==> src/rtl/fround_pkg.sv <==
// fround_pkg: shared types and constants for the pipelined binary32 rounding unit.
//   rmode_e : per-operand rounding mode (floor, ceil, trunc, round-to-nearest-even)
//   stage_t : payload carried from the decode cut to the increment cut
package fround_pkg;

  typedef enum logic [1:0] {
    RM_FLOOR = 2'd0,
    RM_CEIL  = 2'd1,
    RM_TRUNC = 2'd2,
    RM_RNE   = 2'd3
  } rmode_e;

  localparam logic [7:0]  BIAS       = 8'd127;
  localparam int          MANT_W     = 23;
  // Smallest exponent at which every binary32 value is already an integer.
  localparam logic [7:0]  EXP_INT    = 8'd150;
  localparam logic [31:0] FP_ONE     = 32'h3F80_0000;
  localparam logic [31:0] FP_NEG_ONE = 32'hBF80_0000;

  // imant is the stored mantissa of the integer part (hidden bit implied),
  // half is 1<<(k-1) where k is the number of fraction bits, and lsb is the
  // integer-part bit of weight 1 (used for the round-to-even tie break).
  typedef struct packed {
    logic              sign;
    logic [7:0]        expo;
    logic [MANT_W-1:0] imant;
    logic [MANT_W-1:0] frac;
    logic [MANT_W-1:0] half;
    logic              lsb;
    rmode_e            mode;
    logic [31:0]       spec_res;
    logic              spec_inx;
    logic              special;
  } stage_t;

endpackage

==> src/rtl/fround_core.sv <==
// fround_core: combinational halves of the rounding datapath.
//   x, mode      -> dec          : stage-1 decode (field split, fraction mask,
//                                  all cases that need no increment resolved)
//   fin_in       -> y, inexact   : stage-2 increment and renormalise
// The two halves are independent; the pipe decides where registers sit.
module fround_core
  import fround_pkg::*;
(
  input  logic [31:0] x,
  input  logic [1:0]  mode,
  output stage_t      dec,
  input  stage_t      fin_in,
  output logic [31:0] y,
  output logic        inexact
);

  logic              s;
  logic [7:0]        e;
  logic [MANT_W-1:0] m;

  assign s = x[31];
  assign e = x[30:23];
  assign m = x[22:0];

  // ---------------------------------------------------------------- decode
  logic [7:0]        sh;
  logic [MANT_W-1:0] mask;
  logic [MANT_W-1:0] half;

  always_comb begin
    dec  = '0;
    // sh = e - 127 is the count of integer bits below the hidden bit; it is
    // only meaningful for 127..149, the other exponents never use the mask.
    sh   = e - BIAS;
    mask = 23'h7F_FFFF >> sh;
    half = mask ^ (mask >> 1);

    dec.sign  = s;
    dec.expo  = e;
    dec.mode  = rmode_e'(mode);
    dec.frac  = m & mask;
    dec.half  = half;
    dec.imant = m & ~mask;
    dec.lsb   = |({1'b1, m} & {half, 1'b0});

    if (e == 8'hFF) begin
      // Inf passes through; NaN comes back quieted.
      dec.special  = 1'b1;
      dec.spec_res = (m != '0) ? (x | 32'h0040_0000) : x;
    end else if (e >= EXP_INT) begin
      dec.special  = 1'b1;
      dec.spec_res = x;
    end else if (e == 8'd0) begin
      dec.special  = 1'b1;
      dec.spec_res = {s, 31'd0};
    end else if (e < BIAS) begin
      // 0 < |x| < 1: result is a signed zero or a signed one.
      dec.special  = 1'b1;
      dec.spec_inx = 1'b1;
      case (rmode_e'(mode))
        RM_FLOOR: dec.spec_res = s ? FP_NEG_ONE : 32'h0000_0000;
        RM_CEIL:  dec.spec_res = s ? 32'h8000_0000 : FP_ONE;
        RM_TRUNC: dec.spec_res = {s, 31'd0};
        default:  dec.spec_res = (e == 8'd126 && m != '0) ?
                                 (s ? FP_NEG_ONE : FP_ONE) : {s, 31'd0};
      endcase
    end
  end

  // ------------------------------------------------------------- increment
  logic        inc;
  logic        frac_nz;
  logic [23:0] sum;

  always_comb begin
    frac_nz = (fin_in.frac != '0);
    case (fin_in.mode)
      RM_FLOOR: inc = fin_in.sign && frac_nz;
      RM_CEIL:  inc = !fin_in.sign && frac_nz;
      RM_TRUNC: inc = 1'b0;
      default:  inc = (fin_in.frac > fin_in.half) ||
                      ((fin_in.frac == fin_in.half) && fin_in.lsb);
    endcase

    // Adding 1<<k to the stored mantissa: bit 23 of the sum is the carry out
    // of the hidden bit, in which case the low bits are necessarily zero.
    sum = {1'b0, fin_in.imant} + (inc ? {fin_in.half, 1'b0} : 24'd0);

    if (fin_in.special) begin
      y       = fin_in.spec_res;
      inexact = fin_in.spec_inx;
    end else if (sum[23]) begin
      y       = {fin_in.sign, fin_in.expo + 8'd1, 23'd0};
      inexact = frac_nz;
    end else begin
      y       = {fin_in.sign, fin_in.expo, sum[22:0]};
      inexact = frac_nz;
    end
  end

endmodule

==> src/rtl/fround_pipe.sv <==
// fround_pipe: NSTAGE-deep pipelined binary32 floor/ceil/trunc/RNE unit.
//   clk, rstn           : clock, synchronous active-low reset
//   in_valid, in_ready  : operand handshake (x, mode)
//   out_valid, out_ready: result handshake (y, inexact)
// Handshake: a transfer happens on a rising edge where valid && ready are both
// high with rstn = 1. The whole pipe advances together when !out_valid ||
// out_ready; in_ready is exactly that condition (gated by rstn), so it is
// combinational from out_ready. Bubbles are kept while stalled.
// Register placement: NSTAGE=1 puts decode and increment in one stage;
// NSTAGE>=2 registers the decoded payload, then the result, then NSTAGE-2
// plain retiming registers on the result.
module fround_pipe
  import fround_pkg::*;
#(
  parameter int NSTAGE = 2
)(
  input  logic        clk,
  input  logic        rstn,
  input  logic        in_valid,
  output logic        in_ready,
  input  logic [31:0] x,
  input  logic [1:0]  mode,
  output logic        out_valid,
  input  logic        out_ready,
  output logic [31:0] y,
  output logic        inexact
);

  localparam int NR = (NSTAGE > 1) ? NSTAGE - 1 : 1;

  logic              advance;
  logic [NSTAGE-1:0] v_q;
  logic [32:0]       r_q [NR];
  stage_t            dec;
  stage_t            fin_in;
  logic [31:0]       fin_y;
  logic              fin_inx;

  assign out_valid = v_q[NSTAGE-1];
  assign advance   = !out_valid || out_ready;
  assign in_ready  = rstn && advance;
  assign y         = r_q[NR-1][32:1];
  assign inexact   = r_q[NR-1][0];

  fround_core u_core (
    .x       (x),
    .mode    (mode),
    .dec     (dec),
    .fin_in  (fin_in),
    .y       (fin_y),
    .inexact (fin_inx)
  );

  generate
    if (NSTAGE == 1) begin : g_one
      assign fin_in = dec;
      always_ff @(posedge clk) begin
        if (!rstn) begin
          v_q    <= '0;
          r_q[0] <= '0;
        end else if (advance) begin
          v_q    <= in_valid;
          r_q[0] <= {fin_y, fin_inx};
        end
      end
    end else begin : g_multi
      stage_t p_q;
      assign fin_in = p_q;
      always_ff @(posedge clk) begin
        if (!rstn) begin
          v_q <= '0;
          p_q <= '0;
          for (int i = 0; i < NR; i++) r_q[i] <= '0;
        end else if (advance) begin
          v_q    <= {v_q[NSTAGE-2:0], in_valid};
          p_q    <= dec;
          r_q[0] <= {fin_y, fin_inx};
          for (int i = 1; i < NR; i++) r_q[i] <= r_q[i-1];
        end
      end
    end
  endgenerate

endmodule

==> config.mk <==
export PLATFORM = sky130hd
export DESIGN_NAME = fround_pipe
export DESIGN_NICKNAME = d
export VERILOG_FILES = /design/src/rtl/fround_pkg.sv /design/src/rtl/fround_core.sv /design/src/rtl/fround_pipe.sv
export SDC_FILE = /design/constraint.sdc
export NUM_CORES = 1
export LEC_CHECK = 0
export CAP_MARGIN = 20
export CORE_ASPECT_RATIO = 0.7
export CORE_MARGIN = 10
export CORE_UTILIZATION = 55
export CTS_BUF_LIST = sky130_fd_sc_hd__clkbuf_4 sky130_fd_sc_hd__clkbuf_8
export CTS_CLUSTER_SIZE = 10
export DETAILED_ROUTE_END_ITERATION = 8
export GPL_TIMING_DRIVEN = 0
export PLACE_DENSITY = 0.84
export SETUP_SLACK_MARGIN = 0.2
export SLEW_MARGIN = 20
export SYNTH_ARGS = -nofsm -noshare
export SYNTH_HDL_FRONTEND = slang
export SYNTH_HIERARCHICAL = 1
export SYNTH_SLANG_ARGS = --single-unit
==> constraint.sdc <==
create_clock -name clk -period 6.06 [get_ports clk]
set_input_delay 0.909 -clock clk [delete_from_list [all_inputs] [get_ports clk]]
set_output_delay 0.909 -clock clk [all_outputs]
set_load 0.01 [all_outputs]
==> results.json, run 1 <==
{
  "register_area_sq_um": 3333,
  "antenna_found_initial": 0,
  "htreeDepth": 4,
  "dr.pass1.iters": 6,
  "worstSkewPairLatency_ns": 0.47,
  "nets": 1398,
  "ys_types": 63,
  "wl_microns": 31950,
  "dieWidth_microns": 180.5,
  "initial_core_util": 0.5693,
  "rr_worst_depth": 20,
  "synth_flop_cell": "dfxtp_1",
  "powerDensity_nw_per_um2": 211.3,
  "post_cts_buffers": 0,
  "clockBufferDepth": 2,
  "layout_commonest_cell": "nand2_1",
  "hold_viol_final": 0,
  "status": "finished clean",
  "overflow": 0,
  "grt_pass1_vias": 8708,
  "yosys_register_bits": 150,
  "startpoint_type": "flip-flop",
  "synth_warnings": 6,
  "synth-edff-count": 33,
  "ys_async_sr_fraction": 0,
  "cts-root-buf": "clkbuf_8",
  "cts_tree": "done",
  "port_buffers": 67,
  "finalSetupViolations": 0,
  "grt_max_degree": 34,
  "cts_inserted_buffers": 17,
  "dp_hpwl_microns": 24540,
  "final.min_clock_period_ns": 5.542,
  "whs_ns": 0.4648,
  "yosysTopAreaCellShare": 0.2362,
  "finalCritPeriodShare": 0.9145,
  "crit_arrival_ns": 5.89,
  "ys_seq_area_frac": 0.3362,
  "fillers": 1510,
  "avgRoutedWirePerCell_microns": 20.56,
  "drc_errors": 0,
  "antenna_cells": 0,
  "path_max_fanout": 10,
  "grt_pass1_wl_microns": 49330,
  "gp_congestion": 1.014,
  "fin_tns_setup_ns": 0,
  "power_leakage_nw": 4.710,
  "fp-row-count": 40,
  "yosys-top-cells-area": "dfxtp_1 24%, mux2i_1 12%, nand2_1 11%",
  "syn_area_per_cell_sq_um": 8.107,
  "die_h_microns": 132.3,
  "grt_usage": 0.2563,
  "path_class": "flip-flop to flip-flop",
  "slew_headroom": 0.2722,
  "yosysTopAreaCell": "dfxtp_1",
  "antenna_left": 0,
  "core_area_sq_um": 17420,
  "syn_area_sq_um": 9915,
  "worst_pin_slew_ns": 1.080,
  "post_synth_inst_count": 1223,
  "ios": 73,
  "area_growth_pct": 14.15,
  "cts_hold_buf": 0,
  "rsz0062_at_grt": "no",
  "cts.sinks": 150,
  "multi_input_area_sq_um": 5942,
  "drive_above_1_share": 0.07559,
  "required_ns": 6.41,
  "holdCritPathClass": "flip-flop to flip-flop",
  "vias": 9500,
  "die-area_sq_um": 23880,
  "max_freq_mhz": 180.4,
  "clkTransAtPathRegs_ns": 0.09,
  "final_cell_mix": "300 x nand2_1, 121 x mux2i_1, 117 x dfxtp_1",
  "drv_cap": 0,
  "viasPerCell": 6.113,
  "drt_iter0_drc": 1417,
  "syn-num-nets": 1311,
  "fin_skew_ns": 0.009499,
  "cts-resized-gates": 0,
  "worst_setup_path_end_kind": "flip-flop",
  "final-max-slew-violation-count": 0,
  "max-vdd-ir-drop_mv": 0.1278,
  "hold_path_depth": 2
}
[kinds of logic after synthesis]
logic type | count (synthesis) | share of synthesized area
compound gates | 172 | 0.1136
simple gates | 576 | 0.2762
fa+ha+maj | 50 | 0.06386
mux | 122 | 0.1233
flops | 150 | 0.3362
xor+xnor | 25 | 0.02208
buf+inv | 128 | 0.06474
[power by group]
part | internal (mW) | leakage [nW] | total, mW | switching, mW
Sequential | 1.07 | 1.35 | 1.09 | 0.0270
Clock | 0.432 | 0.224 | 0.881 | 0.449
Combinational | 0.166 | 3.14 | 0.416 | 0.250
[synthesized netlist by cell type (23+ instances only)]
cell type  number
a21oi_1        40
and2_1         51
dfxtp_1       117
nor2_1         44
o21ai_0        46
buf_2          30
clkbuf_1       31
nand2_1       301
and3_1         71
inv_1          39
ha_1           49
buf_4          23
edfxtp_1       33
mux2i_1       121
[path summary, 6_finish.rpt]
path	startpoint	end	slack, ns
worst max-delay path	fin_in[50]	r_q[0][31]	0.52
worst min register to register	fin_in[7]	fin_in[7]	0.46
worst max register to register	fin_in[50]	r_q[0][31]	0.52
worst min-delay path	fin_in[7]	fin_in[7]	0.46
[state kept, by name, summed over array words and instances, names as in the netlist]
register,flops
r_q,33
fin_in,115
v_q,2
[metal layers]
layer,vias to the layer above,global-route usage,part of all wire
met1,4463,0.3601,0.44
met5,-,0,0
li1,4406,-,-
met3,69,0.06391,0.11
met2,562,0.3811,0.43
met4,0,0.06452,0.019
[layout make-up]
cell class,count,share of cell area
repair buffers,68,0.05992
inverters,40,0.01327
plain buffers,88,0.04345
clock inverters,14,0.01636
multi-input cells,945,0.5250
well taps,231,0.02554
clock buffers,18,0.02189
flip-flops and latches,150,0.2945
[through the flow]
stage	instance area [sq um]	util	cells	power, mW	setup slack, ns
floorplan	9915	-	1223	1.356	1.817
CTS	11310	0.6494	1553	2.379	0.4941
global route	11320	0.6498	1554	2.461	0.2729
finish	11320	0.6498	1554	2.392	0.5179
global placement	10870	0.6244	1521	1.511	0.5793
detailed placement	10880	0.6245	1521	1.518	0.5579
[worst max-delay path: stages (launching register included)]
cell       delay [ns]
dfxtp_1          0.40
inv_1            0.09
ha_1             0.31
nand4_1          0.15
nor4_1           0.53
a21o_1           0.21
nand2_1          0.19
clkbuf_1         0.25
and3_1           0.24
ha_1             0.38
and3_1           0.21
nor3b_2          0.32
o2111ai_2        0.18
a31oi_1          0.31
a211oi_2         0.20
xnor2_1          0.41
buf_4            0.27
buf_4            0.23
o21ai_0          0.11
a31oi_1          0.23
and3_1           0.19
(Power assumes the default switching activity.)
==> run 2: changes to the inputs <==
- CELL_PAD_IN_SITES_DETAIL_PLACEMENT: not set -> 1
- CELL_PAD_IN_SITES_GLOBAL_PLACEMENT: not set -> 1
- CORE_MARGIN: 10 -> 3
- CORE_UTILIZATION: 55 -> 45
- CTS_BUF_LIST: sky130_fd_sc_hd__clkbuf_4 sky130_fd_sc_hd__clkbuf_8 -> sky130_fd_sc_hd__clkbuf_16
- PLACE_DENSITY: 0.84 -> 0.89
==> run 2 against run 1 <==
Via count is 2.4% higher; combinational power is 4% higher; wire length is 20% higher; sequential share of layout area is 0.62 points lower.
==> results.json, run 2 (synthesis gave the netlist of run 1 again) <==
{
  "layout_commonest_cell": "nand2_1",
  "drive_above_1_share": 0.07855,
  "met3WireLength_microns": 3669,
  "highest_layer": "met4",
  "clkTransAtPathRegs_ns": 0.07,
  "antenna_left": 0,
  "grt_usage": 0.3249,
  "final.min_clock_period_ns": 5.648,
  "startpoint_type": "flip-flop",
  "viasPerCell": 6.079,
  "internal_power_mw": 1.837,
  "max-vdd-ir-drop_mv": 0.1845,
  "final-max-slew-violation-count": 0,
  "p_seq_frac": 0.418,
  "rsz0062_at_grt": "no",
  "pre_cts_ws_ns": 0.2283,
  "overflow": 0,
  "crit_chain": "inv_1 -> ha_1 -> nand4_1 -> nor4_2 -> a21o_1 -> nand2_1 -> and3_1 -> ha_1 -> fa_1 -> a211oi_2 -> nor3b_2 -> o2111ai_2 -> a31oi_2 -> a211oi_4 -> xnor2_1 -> buf_4 -> buf_4 -> o211ai_1 -> o21ai_0 -> and3_1",
  "final_cell_mix": "300 x nand2_1, 121 x mux2i_1, 117 x dfxtp_1",
  "utilization": 0.5454,
  "grt_pass1_vias": 10080,
  "required_ns": 6.37,
  "grt_pass1_wl_microns": 58650,
  "pwr-share-clk": 0.418,
  "critPathTopFamily": "compound AO/OA/AOI/OAI gates",
  "p_switching_mw": 0.7902,
  "drt_iter0_drc": 842,
  "dp_hpwl_microns": 29070,
  "finalSetupViolations": 0,
  "cts_inserted_buffers": 17,
  "drv_cap": 0,
  "grt_max_degree": 34,
  "htreeDepth": 4,
  "area_growth_pct": 16.59,
  "fin_tns_setup_ns": 0,
  "wl_met1_microns": 16610,
  "power_leakage_nw": 4.792,
  "dieWidth_microns": 183.4,
  "die_h_microns": 130.2,
  "drc_errors": 0,
  "crit_slowest_cell": "dfxtp_1",
  "dr.pass1.iters": 5,
  "status": "finished clean",
  "avgRoutedWirePerCell_microns": 24.04,
  "port_buffers": 67,
  "cts.sinks": 150,
  "fin_skew_ns": 0.01257,
  "worstSkewPairLatency_ns": 0.45,
  "path_class": "flip-flop to flip-flop",
  "path_max_fanout": 10,
  "initial_core_util": 0.4678,
  "vias": 9727,
  "worst_setup_path_end_kind": "flip-flop",
  "hold_viol_final": 0,
  "wl_met2_microns": 16970,
  "fillers": 2611,
  "slowest_delay_ns": 0.47,
  "p_total_mw": 2.627,
  "finalCritPeriodShare": 0.9320,
  "gp_congestion": 1.010,
  "ios": 73,
  "cts-root-buf": "clkbuf_16",
  "die-area_sq_um": 23880,
  "crit_arrival_ns": 5.95,
  "wl_microns": 38470,
  "antenna_cells": 0,
  "slew_headroom": 0.3651,
  "nets": 1399,
  "largest_register_ff_count": 115,
  "core_area_sq_um": 21200,
  "worst_pin_slew_ns": 0.9425,
  "powerDensity_nw_per_um2": 227.2,
  "timing.final.ws_setup_ns": 0.4120,
  "switching_share": 0.3008,
  "cts_tree": "done",
  "fp-row-count": 44,
  "max_freq_mhz": 177.1,
  "holdCritPathClass": "flip-flop to flip-flop",
  "antenna_found_initial": 0,
  "path_buf_inv": 3,
  "pwr-share-comb": 0.164,
  "clockBufferDepth": 2
}
[run 2: cell count changes in the layout (fill, tap and decap cells not counted), moves of 2 or more]
cell / previous run / this run
inv_6: 6 / 4
clkinv_4: 1 / 3
bufinv_16: 3 / 1
clkbuf_8: 18 / 0
clkbuf_16: 0 / 18
[run 2: timing repair]
| item | CTS | global route |
|---|---|---|
| hold buffers | 0 | 0 |
| setup buffers | 0 | 2 |
| gates resized for setup | 0 | 5 |
| pin swaps | 1 | 1 |
| setup endpoints to repair | 1 | 30 |
[run 2: worst min-delay path, delay by kind of cell (launching register included)]
family / cells / cell delay [ns]
flops: 1 / 0.31
simple gates: 1 / 0.05
mux: 1 / 0.06
[run 2: power groups by stage]
stage	logic [mW]	registers [mW]	clock network, mW
4_1_cts	0.418	1.10	1.11
3_5_place_dp	0.412	1.12	0
5_1_grt	0.459	1.10	1.14
6_report	0.431	1.10	1.10
3_3_place_gp	0.396	1.12	0
2_1_floorplan	0.237	1.12	0
[run 2: final timing paths]
check	cells after the start	slack [ns]	endpoint	from
max	20	0.41	r_q[0][5]	fin_in[51]
min	2	0.46	fin_in[21]	fin_in[21]
max reg2reg	20	0.41	r_q[0][5]	fin_in[51]
min reg2reg	2	0.46	fin_in[21]	fin_in[21]
[run 2: per-stage QoR]
| step | hold WS (ns) | cell area [sq um] | cells |
|---|---|---|---|
| final | 0.4646 | 11560 | 1600 |
| after global routing | 0.4816 | 11560 | 1600 |
| after CTS | 0.4658 | 11520 | 1598 |
| after detailed placement | 0.4561 | 10930 | 1566 |
| after global placement | 0.4455 | 10930 | 1566 |
| after floorplan | 0.4329 | 9915 | 1223 |
[run 2: cell type report]
type                            instances  area [sq um]  share of cell area
Timing Repair Buffer                   69         685.7             0.05931
Buffer                                 88         491.7             0.04254
Inverter                               40         150.1             0.01299
Sequential cell                       150          3333              0.2883
Clock buffer                           18         450.4             0.03897
Multi-Input combinational cell        945          5967              0.5162
Clock inverter                         14         136.4             0.01180
Tap cell                              276         345.3             0.02987
[run 2: layer usage]
metal	track usage	vias to the layer above
met5	0	-
met4	0.1191	0
met3	0.09529	94
met2	0.5172	476
met1	0.4218	4761
li1	-	4396
